### src/rtl/inst_sequencer.sv
// inst_sequencer: program sequencer feeding the PE-array instruction decoder.
// A host-written instruction store is replayed on start. Each instruction is
// issued REP+1 times, and stall back-pressure is honoured. After the last
// issue the sequencer waits out the decoder write-back latency, then pulses done.
// Optional feature macro: SEQ_LOOP_EN adds loop_cnt, which replays the whole
// program loop_cnt+1 times per start.
`timescale 1ns/1ps
module inst_sequencer #(
  parameter int INST_WIDTH = 64,
  parameter int DEPTH      = 16,
  parameter int ADDR_W     = 4,
  parameter int DRAIN      = 6
) (
  input  logic                  clk,
  input  logic                  rst_n,
  input  logic                  prog_we,
  input  logic [ADDR_W-1:0]     prog_addr,
  input  logic [INST_WIDTH-1:0] prog_data,
  input  logic                  start,
  input  logic                  stall,
`ifdef SEQ_LOOP_EN
  input  logic [7:0]            loop_cnt,
`endif
  output logic                  inst_v,
  output logic [INST_WIDTH-1:0] inst,
  output logic [ADDR_W-1:0]     pc,
  output logic                  busy,
  output logic                  done,
  output logic                  err
);

  localparam int DRAIN_W = (DRAIN > 1) ? $clog2(DRAIN) : 1;
  localparam logic [ADDR_W-1:0]  LAST_ADDR = ADDR_W'(DEPTH - 1);
  localparam logic [DRAIN_W-1:0] DRAIN_END = DRAIN_W'(DRAIN - 1);

  typedef enum logic [1:0] {
    S_IDLE  = 2'd0,
    S_RUN   = 2'd1,
    S_DRAIN = 2'd2
  } state_t;

  // Instruction store: no reset, so it can map onto RAM.
  logic [INST_WIDTH-1:0] store [DEPTH];

  state_t                state_q,  state_d;
  logic [ADDR_W-1:0]     addr_q,   addr_d;
  logic [7:0]            rep_q,    rep_d;
  logic [DRAIN_W-1:0]    drain_q,  drain_d;
  logic                  inst_v_q, inst_v_d;
  logic [INST_WIDTH-1:0] inst_q,   inst_d;
  logic [ADDR_W-1:0]     pc_q,     pc_d;
  logic                  done_q,   done_d;
  logic                  err_q,    err_d;
`ifdef SEQ_LOOP_EN
  logic [7:0]            loop_q,   loop_d;
  logic [7:0]            pass_q,   pass_d;
`endif

  // Fields of the instruction currently addressed by the fetch pointer.
  logic [INST_WIDTH-1:0] cur_inst;
  logic                  cur_last;
  logic [7:0]            cur_rep;
  logic                  pass_end;
  logic                  overflow;

  assign cur_inst = store[addr_q];
  assign cur_last = cur_inst[63];
  assign cur_rep  = cur_inst[47:40];
  // The pass ends at a LAST instruction, or when the top entry runs out.
  assign overflow = !cur_last && (addr_q == LAST_ADDR);
  assign pass_end = cur_last || (addr_q == LAST_ADDR);

  // Host writes land only while idle; a write during a run is dropped.
  always_ff @(posedge clk) begin
    if (prog_we && (state_q == S_IDLE)) begin
      store[prog_addr] <= prog_data;
    end
  end

  // Next-state and registered-output logic for IDLE -> RUN -> DRAIN -> IDLE.
  always_comb begin
    state_d  = state_q;
    addr_d   = addr_q;
    rep_d    = rep_q;
    drain_d  = drain_q;
    inst_v_d = 1'b0;
    inst_d   = inst_q;
    pc_d     = pc_q;
    done_d   = 1'b0;
    err_d    = 1'b0;
`ifdef SEQ_LOOP_EN
    loop_d   = loop_q;
    pass_d   = pass_q;
`endif

    case (state_q)
      S_IDLE: begin
        if (start) begin
          state_d = S_RUN;
          addr_d  = '0;
          rep_d   = '0;
`ifdef SEQ_LOOP_EN
          loop_d  = loop_cnt;
          pass_d  = '0;
`endif
        end
      end

      S_RUN: begin
        if (!stall) begin
          inst_v_d = 1'b1;
          inst_d   = cur_inst;
          pc_d     = addr_q;
          if (rep_q == cur_rep) begin
            rep_d = '0;
            err_d = overflow;
            if (pass_end) begin
`ifdef SEQ_LOOP_EN
              if (pass_q != loop_q) begin
                // Another pass follows: rewind with no bubble.
                addr_d = '0;
                pass_d = pass_q + 8'd1;
              end else begin
                state_d = S_DRAIN;
                drain_d = '0;
              end
`else
              state_d = S_DRAIN;
              drain_d = '0;
`endif
            end else begin
              addr_d = addr_q + 1'b1;
            end
          end else begin
            rep_d = rep_q + 8'd1;
          end
        end
      end

      S_DRAIN: begin
        // Wait out decoder write-back; stall has no effect here.
        if (drain_q == DRAIN_END) begin
          done_d  = 1'b1;
          state_d = S_IDLE;
        end else begin
          drain_d = drain_q + 1'b1;
        end
      end

      default: begin
        state_d = S_IDLE;
      end
    endcase

    // A host write while a program is in flight is rejected.
    if (prog_we && (state_q != S_IDLE)) begin
      err_d = 1'b1;
    end
  end

  // State and output registers; reset aborts any run immediately.
  always_ff @(posedge clk or negedge rst_n) begin
    if (!rst_n) begin
      state_q  <= S_IDLE;
      addr_q   <= '0;
      rep_q    <= '0;
      drain_q  <= '0;
      inst_v_q <= 1'b0;
      inst_q   <= '0;
      pc_q     <= '0;
      done_q   <= 1'b0;
      err_q    <= 1'b0;
`ifdef SEQ_LOOP_EN
      loop_q   <= '0;
      pass_q   <= '0;
`endif
    end else begin
      state_q  <= state_d;
      addr_q   <= addr_d;
      rep_q    <= rep_d;
      drain_q  <= drain_d;
      inst_v_q <= inst_v_d;
      inst_q   <= inst_d;
      pc_q     <= pc_d;
      done_q   <= done_d;
      err_q    <= err_d;
`ifdef SEQ_LOOP_EN
      loop_q   <= loop_d;
      pass_q   <= pass_d;
`endif
    end
  end

  assign inst_v = inst_v_q;
  assign inst   = inst_q;
  assign pc     = pc_q;
  assign busy   = (state_q != S_IDLE);
  assign done   = done_q;
  assign err    = err_q;

endmodule

### config.mk
export PLATFORM = sky130hd
export DESIGN_NAME = inst_sequencer
export DESIGN_NICKNAME = d
export VERILOG_FILES = /design/src/rtl/inst_sequencer.sv
export SDC_FILE = /design/constraint.sdc
export NUM_CORES = 1
export LEC_CHECK = 0
export BUFFER_PORTS_ARGS = -buffer_cell sky130_fd_sc_hd__buf_4
export CORE_ASPECT_RATIO = 0.6
export CORE_UTILIZATION = 65
export CTS_BUF_LIST = sky130_fd_sc_hd__clkbuf_8
export DETAILED_ROUTE_END_ITERATION = 10
export PLACE_DENSITY = 0.81
export SLEW_MARGIN = 10
export SYNTH_ARGS = -nofsm -noshare
export SYNTH_HDL_FRONTEND = slang
export SYNTH_SLANG_ARGS = --single-unit
### constraint.sdc
create_clock -name clk -period 11.2 [get_ports clk]
set_input_delay 1.68 -clock clk [delete_from_list [all_inputs] [get_ports clk]]
set_output_delay 1.68 -clock clk [all_outputs]
set_load 0.005 [all_outputs]
==> impl.org <==
** Power
- Overall power consumption after layout is estimated at approximately 0.0083 W.
- Power density over the cells :: 176 nW/um^2
- VDD sags by at most around 120 uV.
- In this run the static leakage power is 15.4 nW.

** Die
- In this run the vertical extent of the chip is between 150 and 200 um.
- Die extent in x :: 331 um
- Count of boundary I/O pins :: 145
- The floorplan step defined a core boundary enclosing 64400 sq um.
- Die area :: 66200 sq um
- The floorplan has 72 rows.
- For this configuration, the core starts out at a cell density of 0.657.

** Clock tree
- The tree is rooted in a sky130_fd_sc_hd__clkbuf_8.
- Buffers added to address setup during post-CTS repair amount to 0.
- After clock tree synthesis, the clock-pin slew on the worst setup and hold paths is 70 ps.
- TritonCTS created 151 clock buffers.
- After clock tree synthesis, the repair step resized 0 gates.
- Clock tree from TritonCTS :: built
- Hold repair after CTS inserted 0 buffers.
- H-tree levels :: 4
- Clock latency on the worst-skew pair, taken at its later pin, is 760 ps.
- For this design, the sink count on the clock tree is between 1k and 1.5k.
- Maximum clock insertion buffer count :: 3

** Yosys
- Yosys mapped a number of flops with a built-in enable equal to 1024.
- The share of synthesized area in the top cell type comes to 0.726.
- Count of distinct cell types in the synthesized netlist :: 54
- The most common cell in the synthesized netlist is sky130_fd_sc_hd__edfxtp_1.
- The synthesized design spends more area on one cell type than any other, namely sky130_fd_sc_hd__edfxtp_1.
- Sorting the synthesized cells by how often they occur yields sky130_fd_sc_hd__edfxtp_1 (1024), sky130_fd_sc_hd__mux4_2 (298), sky130_fd_sc_hd__nand2_1 (210).
- For this run, the leading register cell type out of synthesis is sky130_fd_sc_hd__edfxtp_1.
- In this run the mean area of a mapped cell was approximately 22 sq um.
- Async set-or-reset flop fraction in the synthesized netlist :: 0.0791
- Yosys warns :: 0
- Area contributors post-synth :: sky130_fd_sc_hd__edfxtp_1 (73%), sky130_fd_sc_hd__mux4_2 (16%), sky130_fd_sc_hd__dfrtp_1 (5.2%)
- Counting every instance in the synthesized netlist gives between 1.5k and 2k.
- Post-synthesis register bit count :: 1112
- Sequential cell area fraction in the yosys report :: 0.778
- After synthesis the cells add up to 42300 sq um.
- Net count of the mapped netlist :: 2009

** STA
- Pins over their slew limit :: 0
- In this run the tightest slew margin relative to its limit is 0.0979.
- At the pin with the least slew margin, the transition time is 1350 ps.
- The worst path needs 5290 ps of the cycle, external delays included.
- The count of endpoints failing hold in the final timing report came to 0.
- Clock tree skew after final layout :: 30.5 ps
- Total setup violations reported at the end of the flow :: 0
- Of the available clock period, the critical path in the final layout requires 0.472.
- Achievable Freq :: 189 MHz
- RSZ-0062 raised after global routing :: no
- Setup total negative slack on the finished layout was measured at 0 ps.

** Route
- The routed design has between 90000 and 100000 um of wire.
- In the final routed layout, each cell accounts on average for ~30 um.
- Routed via count :: 20.8k
- Via density per instance :: 6.63
- In this run the remaining antenna-violating nets after routing total 0.
- The first detailed-routing pass ran for 8 iterations.
- Iteration-0 DRC Markers :: 2563
- In the routed design, unresolved DRC markers number 0.

** GRT
- The number of antenna violations at the first check in global routing was 4.
- The via count of the first global-routing pass is 21.2k.
- Summed over all layers, the global routing overflow is 0.
- Largest net degree at the start of global routing :: 121
- GRT Total Usage :: 0.294
- First-pass GRT wire length :: 138000 um

** Setup path
- In this run the number of cells on the critical path is 7.
- Critical-path cell with the highest stage delay :: sky130_fd_sc_hd__buf_4
- Worst reg2reg startpoint :: addr_q[1]
- Walking the worst path, the cells encountered are buf_4 -> buf_4 -> buf_4 -> mux4_2 -> mux4_2 -> nand2_1 -> nand2_1.
- The critical path contains buffers and inverters numbering 3 combined.
- At the worst endpoint, the arrival time is 5930 ps.
- Required time at the endpoint of the critical path :: 11840 ps
- Nature of the critical path endpoint :: flip-flop
- The endpoint identified for the worst register-to-register timing path is inst[10].
- Depth of the worst register-to-register path :: 7
- Top cell family by delay on the critical path :: buffers and inverters
- Tracing the worst setup path back leads to its startpoint at addr_q[1].
- Path type of the worst setup path :: flip-flop to flip-flop
- The setup check on the worst reg-to-reg path leaves a slack of roughly 5900 ps.
- CP Max Fanout :: slightly below 80
- Critical Path Source Type :: flip-flop
- Critical path capture point :: inst[10]
- Counting stages on the worst path, the most repeated cell is sky130_fd_sc_hd__buf_4.
- Max stage delay on crit path :: approximately 1000 ps

** Cells and area
- Count of nets after finishing :: 2246
- Core utilization of the finished layout :: 0.734
- Compared with the post-synthesis result, the final layout area differs by 11.6%.
- Total of fill cells in the finished design :: 3516
- In the final layout, the share of cells above drive strength 1 is 0.308.

** Placed design
- Weighted congestion reported at the end of routability-driven placement :: around 0.84
- Once detailed placement completed, the half-perimeter wirelength came to 47700 um.
- # port buffers :: 144

** Worst hold path
- Worst hold path class :: flip-flop to flip-flop

** Flow run
- Across the run, the number of max-cap violations was 0.

** Status
- Run status :: finished, final reports clean
[worst min-delay path, stage by stage, from the launching register on]
cell	delay, ps
sky130_fd_sc_hd__dfrtp_1	350
sky130_fd_sc_hd__nand2_1	50
sky130_fd_sc_hd__nand2_1	60
[cell type report]
cell class                      count  area [sq um]  area share
Inverter                            7          26.3    0.000556
Antenna cell                        4          10.0    0.000212
Multi-Input combinational cell    719          9050       0.192
Tap cell                          851          1060      0.0225
Timing Repair Buffer              178          1350      0.0285
Clock buffer                      171          2350      0.0498
Sequential cell                  1112         33000       0.697
Clock inverter                    102           440     0.00932
[how the worst min path moves through the flow]
stage	depth (start not counted)	startpoint	end
after floorplan	2	inst[40]	inst[40]
after global placement	2	inst[63]	inst[63]
after detailed placement	2	inst[2]	inst[2]
after CTS	2	inst[2]	inst[2]
after global routing	2	inst[63]	inst[63]
final	2	inst[2]	inst[2]
[cells in the final DEF, fill, tap and decap left out, types with 6 or more instances in the layout]
cell	count
sky130_fd_sc_hd__edfxtp_1	1024
sky130_fd_sc_hd__mux4_2	298
sky130_fd_sc_hd__nand2_1	210
sky130_fd_sc_hd__buf_4	177
sky130_fd_sc_hd__clkbuf_8	171
sky130_fd_sc_hd__dfrtp_1	84
sky130_fd_sc_hd__inv_1	60
sky130_fd_sc_hd__clkinv_1	25
sky130_fd_sc_hd__nor2_1	24
sky130_fd_sc_hd__mux2i_1	20
sky130_fd_sc_hd__nand3_1	18
sky130_fd_sc_hd__clkinv_2	14
sky130_fd_sc_hd__nor2_4	12
sky130_fd_sc_hd__mux2_2	11
sky130_fd_sc_hd__o21ai_0	10
sky130_fd_sc_hd__nand2b_1	9
sky130_fd_sc_hd__o22ai_1	8
sky130_fd_sc_hd__nor3_1	8
sky130_fd_sc_hd__a22oi_1	8
sky130_fd_sc_hd__nor2b_1	7
sky130_fd_sc_hd__xor2_1	6
sky130_fd_sc_hd__clkinvlp_4	6
[flip-flops by register name, indices dropped and copies added (netlist names)]
name and count:
inst 64, state_q 2, store 1024, err 1, addr_q 4, done 1
drain_q 3, pc 4, inst_v 1, rep_q 8
[per-layer routing]
layer	GRT usage	share of wire
met1	0.434	0.40
met2	0.449	0.48
met3	0.0673	0.10
met4	0.0880	0.022
met5	0	0.00014
[power breakdown]
group	total, W	switching [W]	internal [W]	leakage (nW)
logic	0.000686	0.000364	0.000322	3.53
registers	0.00476	0.000106	0.00465	10.3
clock network	0.00287	0.00147	0.00140	1.63
total	0.00831	0.00194	0.00637	15.4
[stage by stage]
stage / cell area, sq um / hold slack (ps) / setup slack (ps) / cells
global placement: 44500 / 461 / 6010 / 2867
detailed placement: 44500 / 469 / 5960 / 2867
CTS: 47300 / 484 / 5950 / 3140
finish: 47300 / 481 / 5910 / 3144
global route: 47300 / 498 / 5660 / 3142
floorplan: 42300 / 463 / 4170 / 1932
[logic make-up (layout without fill, tap and decap cells)]
| kind of cell | after synthesis | after routing | synth area share |
|---|---|---|---|
| DFF | 1112 | 1112 | 0.778 |
| AOI/OAI and AO/OA | 52 | 52 | 0.00833 |
| and+or+nand+nor | 320 | 320 | 0.0323 |
| adders and majority gates | 4 | 4 | 0.00118 |
| buffers and inverters | 101 | 458 | 0.0107 |
| other | 0 | 4 | 0 |
| xor gates and xnor gates | 11 | 11 | 0.00228 |
| muxes | 332 | 332 | 0.167 |
Power figures use the tool's default switching activity.
